## config.mk

```make
export PLATFORM = sky130hd
export DESIGN_NAME = lane_tile_renderer
export DESIGN_NICKNAME = d
export VERILOG_FILES = /design/src/rtl/tile_pkg.sv /design/src/rtl/rect_scanner.sv /design/src/rtl/lane_tile_renderer.sv
export SDC_FILE = /design/constraint.sdc
export NUM_CORES = 1
export LEC_CHECK = 0
export CORE_UTILIZATION = 40
export CTS_CLUSTER_DIAMETER = 200
export DETAILED_ROUTE_END_ITERATION = 6
export RECOVER_POWER = 100
export SETUP_SLACK_MARGIN = 0.5
export SYNTH_ARGS = -nofsm -noshare
export SYNTH_HDL_FRONTEND = slang
export SYNTH_SLANG_ARGS = --single-unit
export TNS_END_PERCENT = 20
```

## constraint.sdc

```tcl
create_clock -name CLOCK_50 -period 6.6 [get_ports CLOCK_50]
set_input_delay 1.32 -clock CLOCK_50 [delete_from_list [all_inputs] [get_ports CLOCK_50]]
set_output_delay 1.32 -clock CLOCK_50 [all_outputs]
set_load 0.005 [all_outputs]
```

## src/rtl/tile_pkg.sv

```systemverilog
// Shared state encodings and default tile geometry for the lane tile renderer.
package tile_pkg;

    typedef logic [1:0] tile_state_t;

    localparam tile_state_t ST_IDLE   = 2'd0;
    localparam tile_state_t ST_SETUP  = 2'd1;
    localparam tile_state_t ST_DRAW   = 2'd2;
    localparam tile_state_t ST_FINISH = 2'd3;

    localparam int DEF_LANE_W   = 40;
    localparam int DEF_TILE_GAP = 1;
    localparam int DEF_TILE_H   = 20;
    localparam int DEF_SCREEN_H = 120;
    localparam int DEF_BG_COLOR = 0;

endpackage

```

## src/rtl/rect_scanner.sv

```systemverilog
// Walks an inclusive rectangle in raster order, one coordinate per clock.
// Bounds must stay stable from start until last; also usable for a full-screen clear.
module rect_scanner #(
    parameter int X_W = 8,
    parameter int Y_W = 7
) (
    input  logic           clk,
    input  logic           resetn,
    input  logic           start,
    input  logic [X_W-1:0] x0,
    input  logic [X_W-1:0] x1,
    input  logic [Y_W-1:0] y0,
    input  logic [Y_W-1:0] y1,
    output logic [X_W-1:0] x,
    output logic [Y_W-1:0] y,
    output logic           valid,
    output logic           last
);

    assign last = valid && (x == x1) && (y == y1);

    always_ff @(posedge clk or negedge resetn) begin
        if (!resetn) begin
            x     <= '0;
            y     <= '0;
            valid <= 1'b0;
        end else if (start) begin
            x     <= x0;
            y     <= y0;
            valid <= 1'b1;
        end else if (valid) begin
            if (last) begin
                valid <= 1'b0;
            end else if (x == x1) begin
                x <= x0;
                y <= y + Y_W'(1);
            end else begin
                x <= x + X_W'(1);
            end
        end
    end

endmodule

```

## src/rtl/lane_tile_renderer.sv

```systemverilog
// Rasterises one lane tile (draw or erase) into the VGA adapter, one pixel per clock.
// Define TILE_BORDER_EN to outline drawn tiles with a 1-pixel BG_COLOR border.
//
// state  | meaning
// IDLE   | ready for a request
// SETUP  | compute clipped rectangle, start scanner or skip when empty
// DRAW   | scanner emitting pixels
// FINISH | last pixel issued; done pulses next cycle
module lane_tile_renderer
    import tile_pkg::*;
#(
    parameter int X_W      = 8,
    parameter int Y_W      = 7,
    parameter int COLOR_W  = 3,
    parameter int LANES    = 4,
    parameter int LANE_W   = DEF_LANE_W,
    parameter int TILE_GAP = DEF_TILE_GAP,
    parameter int TILE_H   = DEF_TILE_H,
    parameter int SCREEN_H = DEF_SCREEN_H,
    parameter logic [COLOR_W-1:0] BG_COLOR = COLOR_W'(DEF_BG_COLOR),
    localparam int LANE_SEL_W = (LANES > 1) ? $clog2(LANES) : 1
) (
    input  logic                  CLOCK_50,
    input  logic                  resetn,
    input  logic                  req_valid,
    output logic                  req_ready,
    input  logic [LANE_SEL_W-1:0] req_lane,
    input  logic [Y_W:0]          req_y,
    input  logic [COLOR_W-1:0]    req_color,
    input  logic                  req_erase,
    output logic [X_W-1:0]        VGA_X,
    output logic [Y_W-1:0]        VGA_Y,
    output logic [COLOR_W-1:0]    VGA_COLOR,
    output logic                  plot,
    output logic                  done
);

    localparam int YE_W = Y_W + 2;
    localparam logic signed [YE_W-1:0] SCREEN_LAST = YE_W'(SCREEN_H - 1);
    localparam logic signed [YE_W-1:0] TILE_SPAN   = YE_W'(TILE_H - 1);

    tile_state_t           state;
    logic [LANE_SEL_W-1:0] lane_q;
    logic [Y_W:0]          y_q;
    logic [COLOR_W-1:0]    color_q;
    logic                  erase_q;

    logic [X_W-1:0]         x_lo, x_hi;
    logic signed [YE_W-1:0] y_top, y_bot, y_lo, y_hi;
    logic                   lane_bad, empty, scan_start;
    logic [X_W-1:0]         scan_x;
    logic [Y_W-1:0]         scan_y;
    logic                   scan_valid, scan_last;
    logic [COLOR_W-1:0]     pix_color;

    // Geometry is derived from the latched request only, never from live inputs.
    assign x_lo     = X_W'(int'(lane_q) * LANE_W + TILE_GAP);
    assign x_hi     = x_lo + X_W'(LANE_W - 2 * TILE_GAP - 1);
    assign y_top    = $signed({y_q[Y_W], y_q});
    assign y_bot    = y_top + TILE_SPAN;
    assign y_lo     = y_top[YE_W-1] ? '0 : y_top;
    assign y_hi     = (y_bot > SCREEN_LAST) ? SCREEN_LAST : y_bot;
    assign lane_bad = int'(lane_q) >= LANES;
    assign empty    = lane_bad || (y_lo > y_hi);

    assign scan_start = (state == ST_SETUP) && !empty;
    assign req_ready  = (state == ST_IDLE) && !done;

    rect_scanner #(
        .X_W(X_W),
        .Y_W(Y_W)
    ) u_scanner (
        .clk   (CLOCK_50),
        .resetn(resetn),
        .start (scan_start),
        .x0    (x_lo),
        .x1    (x_hi),
        .y0    (Y_W'(y_lo)),
        .y1    (Y_W'(y_hi)),
        .x     (scan_x),
        .y     (scan_y),
        .valid (scan_valid),
        .last  (scan_last)
    );

    always_comb begin
        pix_color = erase_q ? BG_COLOR : color_q;
`ifdef TILE_BORDER_EN
        // Outline uses the unclipped rows, so clipped edges get no border.
        if (!erase_q && ((scan_x == x_lo) || (scan_x == x_hi) ||
                         ($signed({2'b00, scan_y}) == y_top) ||
                         ($signed({2'b00, scan_y}) == y_bot))) begin
            pix_color = BG_COLOR;
        end
`endif
    end

    always_ff @(posedge CLOCK_50 or negedge resetn) begin
        if (!resetn) begin
            state     <= ST_IDLE;
            lane_q    <= '0;
            y_q       <= '0;
            color_q   <= '0;
            erase_q   <= 1'b0;
            done      <= 1'b0;
            plot      <= 1'b0;
            VGA_X     <= '0;
            VGA_Y     <= '0;
            VGA_COLOR <= '0;
        end else begin
            done <= (state == ST_FINISH);
            plot <= scan_valid;
            if (scan_valid) begin
                VGA_X     <= scan_x;
                VGA_Y     <= scan_y;
                VGA_COLOR <= pix_color;
            end
            case (state)
                ST_IDLE: begin
                    if (req_valid && req_ready) begin
                        lane_q  <= req_lane;
                        y_q     <= req_y;
                        color_q <= req_color;
                        erase_q <= req_erase;
                        state   <= ST_SETUP;
                    end
                end
                ST_SETUP:  state <= empty ? ST_FINISH : ST_DRAW;
                ST_DRAW:   if (scan_last) state <= ST_FINISH;
                ST_FINISH: state <= ST_IDLE;
                default:   state <= ST_IDLE;
            endcase
        end
    end

endmodule
```

======== Word level (Yosys, flattened, before mapping) ========
Index checks and enable logic that the tools add are counted.
storage, ports and cells
  input bits .............................. 17
  logic and storage cells ................. 61
  bits in registers ....................... 52
operators by class
  magnitude comparators ................... 2
  equality and inequality tests ........... 8
  $add $sub $neg .......................... 5
  multiplexer cells ....................... 18
  multiply operators ...................... 1
  reductions and logical operators ........ 14
operators by type and width
  operator                                                                         count
  7-bit 2-to-1 mux                                                                 5
  8-bit 2-to-1 mux                                                                 4
  8-bit by 1-bit adder with 8-bit output, second input constant                    2
  8-bit by 6-bit adder with 9-bit output, second input constant                    1
  8-bit by 9-bit greater-than comparator with 1-bit output                         1
  9-bit by 8-bit greater-than comparator with 1-bit output, second input constant  1
  9-bit 2-to-1 mux                                                                 1
  8-bit by 6-bit adder with 8-bit output, second input constant                    1
  8-bit == test                                                                    1
  2-bit case mux with 4 select lines                                               1
  7-bit by 1-bit adder with 7-bit output, second input constant                    1
  7-bit == test                                                                    1
  2-bit AND reduction                                                              3
  1-bit logical AND                                                                5
  2-bit by 3-bit multiplier with 5-bit output, second input constant               1
  2-bit == test, second input constant                                             2
  1-bit 2-to-1 mux                                                                 4
  2-bit 2-to-1 mux                                                                 2
  2-bit != test, second input constant                                             2
  2-bit nonzero test                                                               2
  3-bit 2-to-1 mux                                                                 1
  3-bit AND reduction                                                              1
  2-bit by 1-bit == test with 1-bit output, second input constant                  1
  1-bit logical NOT                                                                2
  other kinds (2)                                                                  2

======== Logic depth before layout (Yosys ltp) ========
  depth in word-level cells ............... 9
  depth in mapped cells ................... 24
  depth with buffers taken out ............ 21

======== Modules after synthesis ========
A second synthesis with hierarchy kept.
unflattened totals
  cells, all modules ...................... 320
  area, all modules ....................... 3244.4 um^2
by module, submodules not included
  module              cells an instance  sequential area each (um^2)  area an instance (um^2)  times used
  lane_tile_renderer  192                900.9                        2074.5                   1
  rect_scanner        128                400.4                        1169.9                   1

======== Worst setup path after synthesis ========
No wires, ideal clock.
  path type ............................... flip-flop to flip-flop
  start ................................... reg y_q[0]
  end ..................................... reg u_scanner.y[0]
  data required time ...................... 6521 ps
  cell stages (with the launch flop) ...... 23
  setup slack ............................. 1790 ps
  library setup time ...................... 79 ps
  arrival ................................. 4731 ps
  cell sequence ........................... dfrtp_1 -> buf_2 -> inv_1 -> ha_1 -> nand3b_2 -> xnor2_1 -> nor3b_1 -> a31oi_1 -> o21ai_0 -> ha_1 -> clkbuf_1 -> inv_1 -> a311o_1 -> and3_1 -> ha_1 -> and4_1 -> a41o_1 -> a221oi_1 -> o31ai_1 -> nand2_1 -> buf_1 -> buf_1 -> mux2i_1
between the ends
  cells in the longest elaborated chain, start to end .. 8
  elaborated cells on any way between the ends .. 14
  those cells by class .................... 1 x add/sub; 2 x order compare; 2 x eq/ne; 3 x mux; 6 x reduce/logical
RTL lines
  item                                                           line                       source
  from (decl)                                                    lane_tile_renderer.sv:44   logic [Y_W:0] y_q;
  from (signal assigned)                                         lane_tile_renderer.sv:122  y_q <= req_y;
  8-bit by 6-bit adder with 9-bit output                         lane_tile_renderer.sv:60   assign y_bot = y_top + TILE_SPAN;
  9-bit by 8-bit greater-than comparator with 1-bit output       lane_tile_renderer.sv:62   assign y_hi = (y_bot > SCREEN_LAST) ? SCREEN_LAST : y_bot;
  9-bit 2-to-1 mux                                               lane_tile_renderer.sv:62
  8-bit by 9-bit greater-than comparator with 1-bit output       lane_tile_renderer.sv:64   assign empty = lane_bad || (y_lo > y_hi);
  1-bit logical NOT                                              lane_tile_renderer.sv:66   assign scan_start = (state == ST_SETUP) && !empty;
  1-bit logical AND                                              lane_tile_renderer.sv:66
  2-bit != test (no line) or 2-bit nonzero test (tied branches)  -
  3-bit AND reduction (no line)                                  -
  to (signal assigned)                                           rect_scanner.sv:29         y <= y0;
  to (signal assigned)                                           rect_scanner.sv:36         y <= y + Y_W'(1);
  to (decl)                                                      rect_scanner.sv:15         output logic [Y_W-1:0] y,
Parallel ways exist; a longest one is shown, timed or not.
A chain may end at the register's enable or synchronous reset.

======== Worst setup path in the final report ========
  start ................................... reg y_q[0]
  end ..................................... reg u_scanner.x[3]
between the ends
  cells in the longest elaborated chain, start to end .. 8
  elaborated cells on any way between the ends .. 13
  those cells by class .................... 1 x add/sub; 2 x order compare; 2 x eq/ne; 3 x mux; 5 x reduce/logical
RTL lines
  item                                                           line                      source
  8-bit by 6-bit adder with 9-bit output                         lane_tile_renderer.sv:60
  9-bit by 8-bit greater-than comparator with 1-bit output       lane_tile_renderer.sv:62
  9-bit 2-to-1 mux                                               lane_tile_renderer.sv:62
  8-bit by 9-bit greater-than comparator with 1-bit output       lane_tile_renderer.sv:64
  1-bit logical NOT                                              lane_tile_renderer.sv:66
  1-bit logical AND                                              lane_tile_renderer.sv:66
  2-bit != test (no line) or 2-bit nonzero test (tied branches)  -
  2-bit AND reduction (no line)                                  -
  to (signal assigned)                                           rect_scanner.sv:38        x <= x + X_W'(1);
  to (decl)                                                      rect_scanner.sv:14        output logic [X_W-1:0] x,
Parallel ways exist; a longest one is shown, timed or not.

==> run summary <==
Final Wtd Congestion - 0.902
initial antenna violation count - 0
failing checks - capacitance limit, slew limit
Avg Synthesized Cell Area - 10.0 sq um
clk sinks - 52
cells after synthesis - 329
most frequent cells in the layout - dfrtp_1, mux2_2, nor2_1
DR DRC count - 0
number of CTS-inserted buffers - 5
CTS tree - yes
Final #Nets - 394
final hold slack - 0.499 ns
switch share - 20.2%
pin count of the biggest net entering global routing - 53
Area contributors post-synth - dfrtp_1, mux2_2, ha_1, nor2_1, o21ai_0
area leader, netlist - dfrtp_1
via count - 2622
CTS clock-pin slew for the worst setup and hold paths - 0.09 ns
Diodes inserted - 0
status - finished with violations
Cell Int Power - 439 uW
switching pwr - 111 uW
number of synthesized flops with an enable pin - 0
#FFs+latches synth - 52
pwr dens - 144 mW/mm^2
final-report setup violation count - 0
Congestion Overflow GR - 0
RR Endpoint - u_scanner.x[3]$_DFFE_PN0P_
Critical Path AT - 5.79 ns
die width - 92.8 um
first-iteration detailed-routing DRC count - 106
Comb pwr share - 2.7%
vias in the first global route - 2588
Synth Area in Compound Gates - 17.7%
Post-Synth Simple-Gate Area - 16.8%
FF-to-FF path depth - 20
Initial Utilization - 42.0%
Setup crit start - y_q[0]$_DFFE_PN0P_
Design Area, Final - 0.00383 sq mm
Setup TNS - 0 ns
Root Buffer - clkbuf_8
setup slack, reg-to-reg - 1.00 ns
first-pass GRT wire length - 13000 um
cell leakage power - 1.84 nW
Synth Area in XOR/XNOR - 3.19%
synthesis warning total - 0
Clock Skew - 0.00501 ns
fin crit period - 5.60 ns
Hold Crit Class - flip-flop to flip-flop
router iterations before antenna repair - 4
worst hold stages - 1
post-synthesis cell type count - 64
Final Slew Violations - 53
Core Area - 0.00785 sq mm
Avg Vias per Cell - 5.66
ys async rst share - 100%
top cell type's share of synthesized area - 39.5%
clock latency on the worst-skew pair - 0.31 ns
clock share of power - 39.4%
main combinational cell family by area after synthesis - compound AO/OA/AOI/OAI gates
sequential share of the synthesized area - 39.5%
post-synthesis mux area share - 12.4%
die area - 0.00860 sq mm
Crit path required time - 6.80 ns
Max-cap violations - 1
unrepaired setup endpoints after global routing - false
Post-DRT Antenna Nets - 0
Setup Buffers After CTS - 0
Final Power - 550 uW
Setup crit end - u_scanner.x[3]$_DFFE_PN0P_
Fmax - 0.179 GHz
depth of the CTS H-tree - 2
die height - 92.8 um
critical-path maximum fanout - 24
Filler Cell Count - 752
Post-Syn Nets - 363
top_reg_cell synth - dfrtp_1
Critical Path End Type - flip-flop
worst vdd ir - 0.0788 mV
CTS Buffer Depth - 2
Seq pwr share - 57.9%
gr usage total - 19.1%
Slew headroom - -82.4%
Hold Fails Final Rpt - 0
IO Count - 38
Final period util - 84.8%
Port Buffers - 37
Syn Std Cell Area - 0.00329 sq mm
Crit Reg-Reg Startpoint - y_q[0]$_DFFE_PN0P_
Placed Area - 0.00373 sq mm
ratio of cells with drive above 1 in the final layout - 14.1%
final WL - 7500 um
WS Path Type - flip-flop to flip-flop
wire per inst - 16.2 um
CP startpoint kind - flip-flop
Tightest Pin Transition - 2.74 ns
Detailed Place HPWL - 5510 um
Cell Rows - 32
commonest non-fill, non-tap cell in the layout - dfrtp_1
post-synthesis adder-cell area fraction - 6.46%
synth-to-layout area growth - 16.2%
timing repair:
action | CTS | global route
endpoints found under the setup margin | 0 | 6
gates resized for setup | 0 | 2
hold buffers | 0 | 0
critical path, stage by stage, from the launching register on:
cell and delay (ns):
dfrtp_1 0.58, inv_1 0.09, ha_1 0.25, nand3b_1 0.33
xnor2_1 0.22, nor3b_1 0.15, a31oi_1 0.17, o21ai_0 0.13
ha_1 0.52, inv_1 0.20, a311o_1 0.35, and3_1 0.19
ha_1 0.28, nor2b_1 0.13, o211ai_1 0.14, a31oi_1 0.11
o31ai_1 0.54, nand2_2 0.44, a41oi_1 0.29, o21ai_0 0.10
a311o_1 0.28
flip-flops by register name (all words and copies together), names as in the netlist, 2 cells and up:
name	count
color_q	3
VGA_X	8
y_q	8
lane_q	2
VGA_Y	7
state	2
u_scanner.y	7
u_scanner.x	8
VGA_COLOR	3
synth_stat cells (all sizes together), types with 2 or more instances:
| cell | instances |
|---|---|
| or3 | 7 |
| nor2b | 10 |
| or4 | 2 |
| a41oi | 2 |
| o31ai | 4 |
| o21ai | 23 |
| and2 | 5 |
| xnor2 | 8 |
| o211a | 2 |
| nand3b | 4 |
| ha | 17 |
| a31o | 2 |
| dfrtp | 52 |
| a211oi | 2 |
| nor4b | 2 |
| a31oi | 10 |
| nor3 | 2 |
| nand2 | 18 |
| inv | 15 |
| o211ai | 5 |
| and3 | 4 |
| buf | 8 |
| a211o | 2 |
| mux2i | 6 |
| a311o | 3 |
| xor2 | 4 |
| nand3 | 9 |
| clkbuf | 7 |
| nand4 | 3 |
| nor2 | 27 |
| a21oi | 11 |
| a21o | 2 |
| mux2 | 31 |
per-stage QoR:
stage               utilization (%)  instances  worst slack (ns)
floorplan                         -        329              1.79
global placement               47.5        455              1.26
detailed placement             47.5        455             0.940
CTS                            48.9        463             0.922
global route                   48.8        463             0.421
finish                         48.8        463              1.00
how the worst min path moves through the flow:
stage / start / slack (ns) / end
after floorplan: color_q[2]$_DFFE_PN0P_ / 0.46 / VGA_COLOR[2]$_DFFE_PN0P_
after global placement: color_q[2]$_DFFE_PN0P_ / 0.47 / VGA_COLOR[2]$_DFFE_PN0P_
after detailed placement: color_q[2]$_DFFE_PN0P_ / 0.49 / VGA_COLOR[2]$_DFFE_PN0P_
after CTS: color_q[2]$_DFFE_PN0P_ / 0.50 / VGA_COLOR[2]$_DFFE_PN0P_
after global routing: color_q[2]$_DFFE_PN0P_ / 0.52 / VGA_COLOR[2]$_DFFE_PN0P_
final: color_q[2]$_DFFE_PN0P_ / 0.50 / VGA_COLOR[2]$_DFFE_PN0P_
power groups by stage:
stage	logic, mW	clock network [mW]	registers (mW)
4_1_cts	0.0162	0.224	0.318
3_5_place_dp	0.0162	0	0.325
2_1_floorplan	0.000101	0	0.325
5_1_grt	0.0175	0.234	0.318
6_report	0.0149	0.216	0.318
3_3_place_gp	0.0160	0	0.325
logic make-up (layout without fill, tap and decap cells):
group | Yosys count | in the layout
compound gates | 80 | 80
xor+xnor | 12 | 12
fa+ha+maj | 17 | 17
buf+inv | 30 | 62
flops | 52 | 52
mux | 37 | 37
simple gates | 101 | 101
metal layers:
| metal | wire (um) | share of wire (%) | up-vias | GRT usage, % |
|---|---|---|---|---|
| li1 | - | - | 1274 | - |
| met4 | 63 | 0.84 | 0 | 4.10 |
| met1 | 3610 | 48 | 1307 | 26.0 |
| met3 | 177 | 2.4 | 5 | 3.04 |
| met5 | 0 | 0 | - | 0 |
| met2 | 3650 | 49 | 36 | 31.9 |
area by class of cell:
| class | instances | area (sq um) | area share [%] |
|---|---|---|---|
| timing repair buffer | 39 | 373 | 9.74 |
| multi-input combinational | 247 | 1860 | 48.7 |
| clock inverter | 2 | 35.0 | 0.915 |
| clock buffer | 6 | 72.6 | 1.90 |
| inverter | 15 | 56.3 | 1.47 |
| tap | 102 | 128 | 3.33 |
| sequential | 52 | 1300 | 34.0 |
Power figures use the tool's default switching activity.
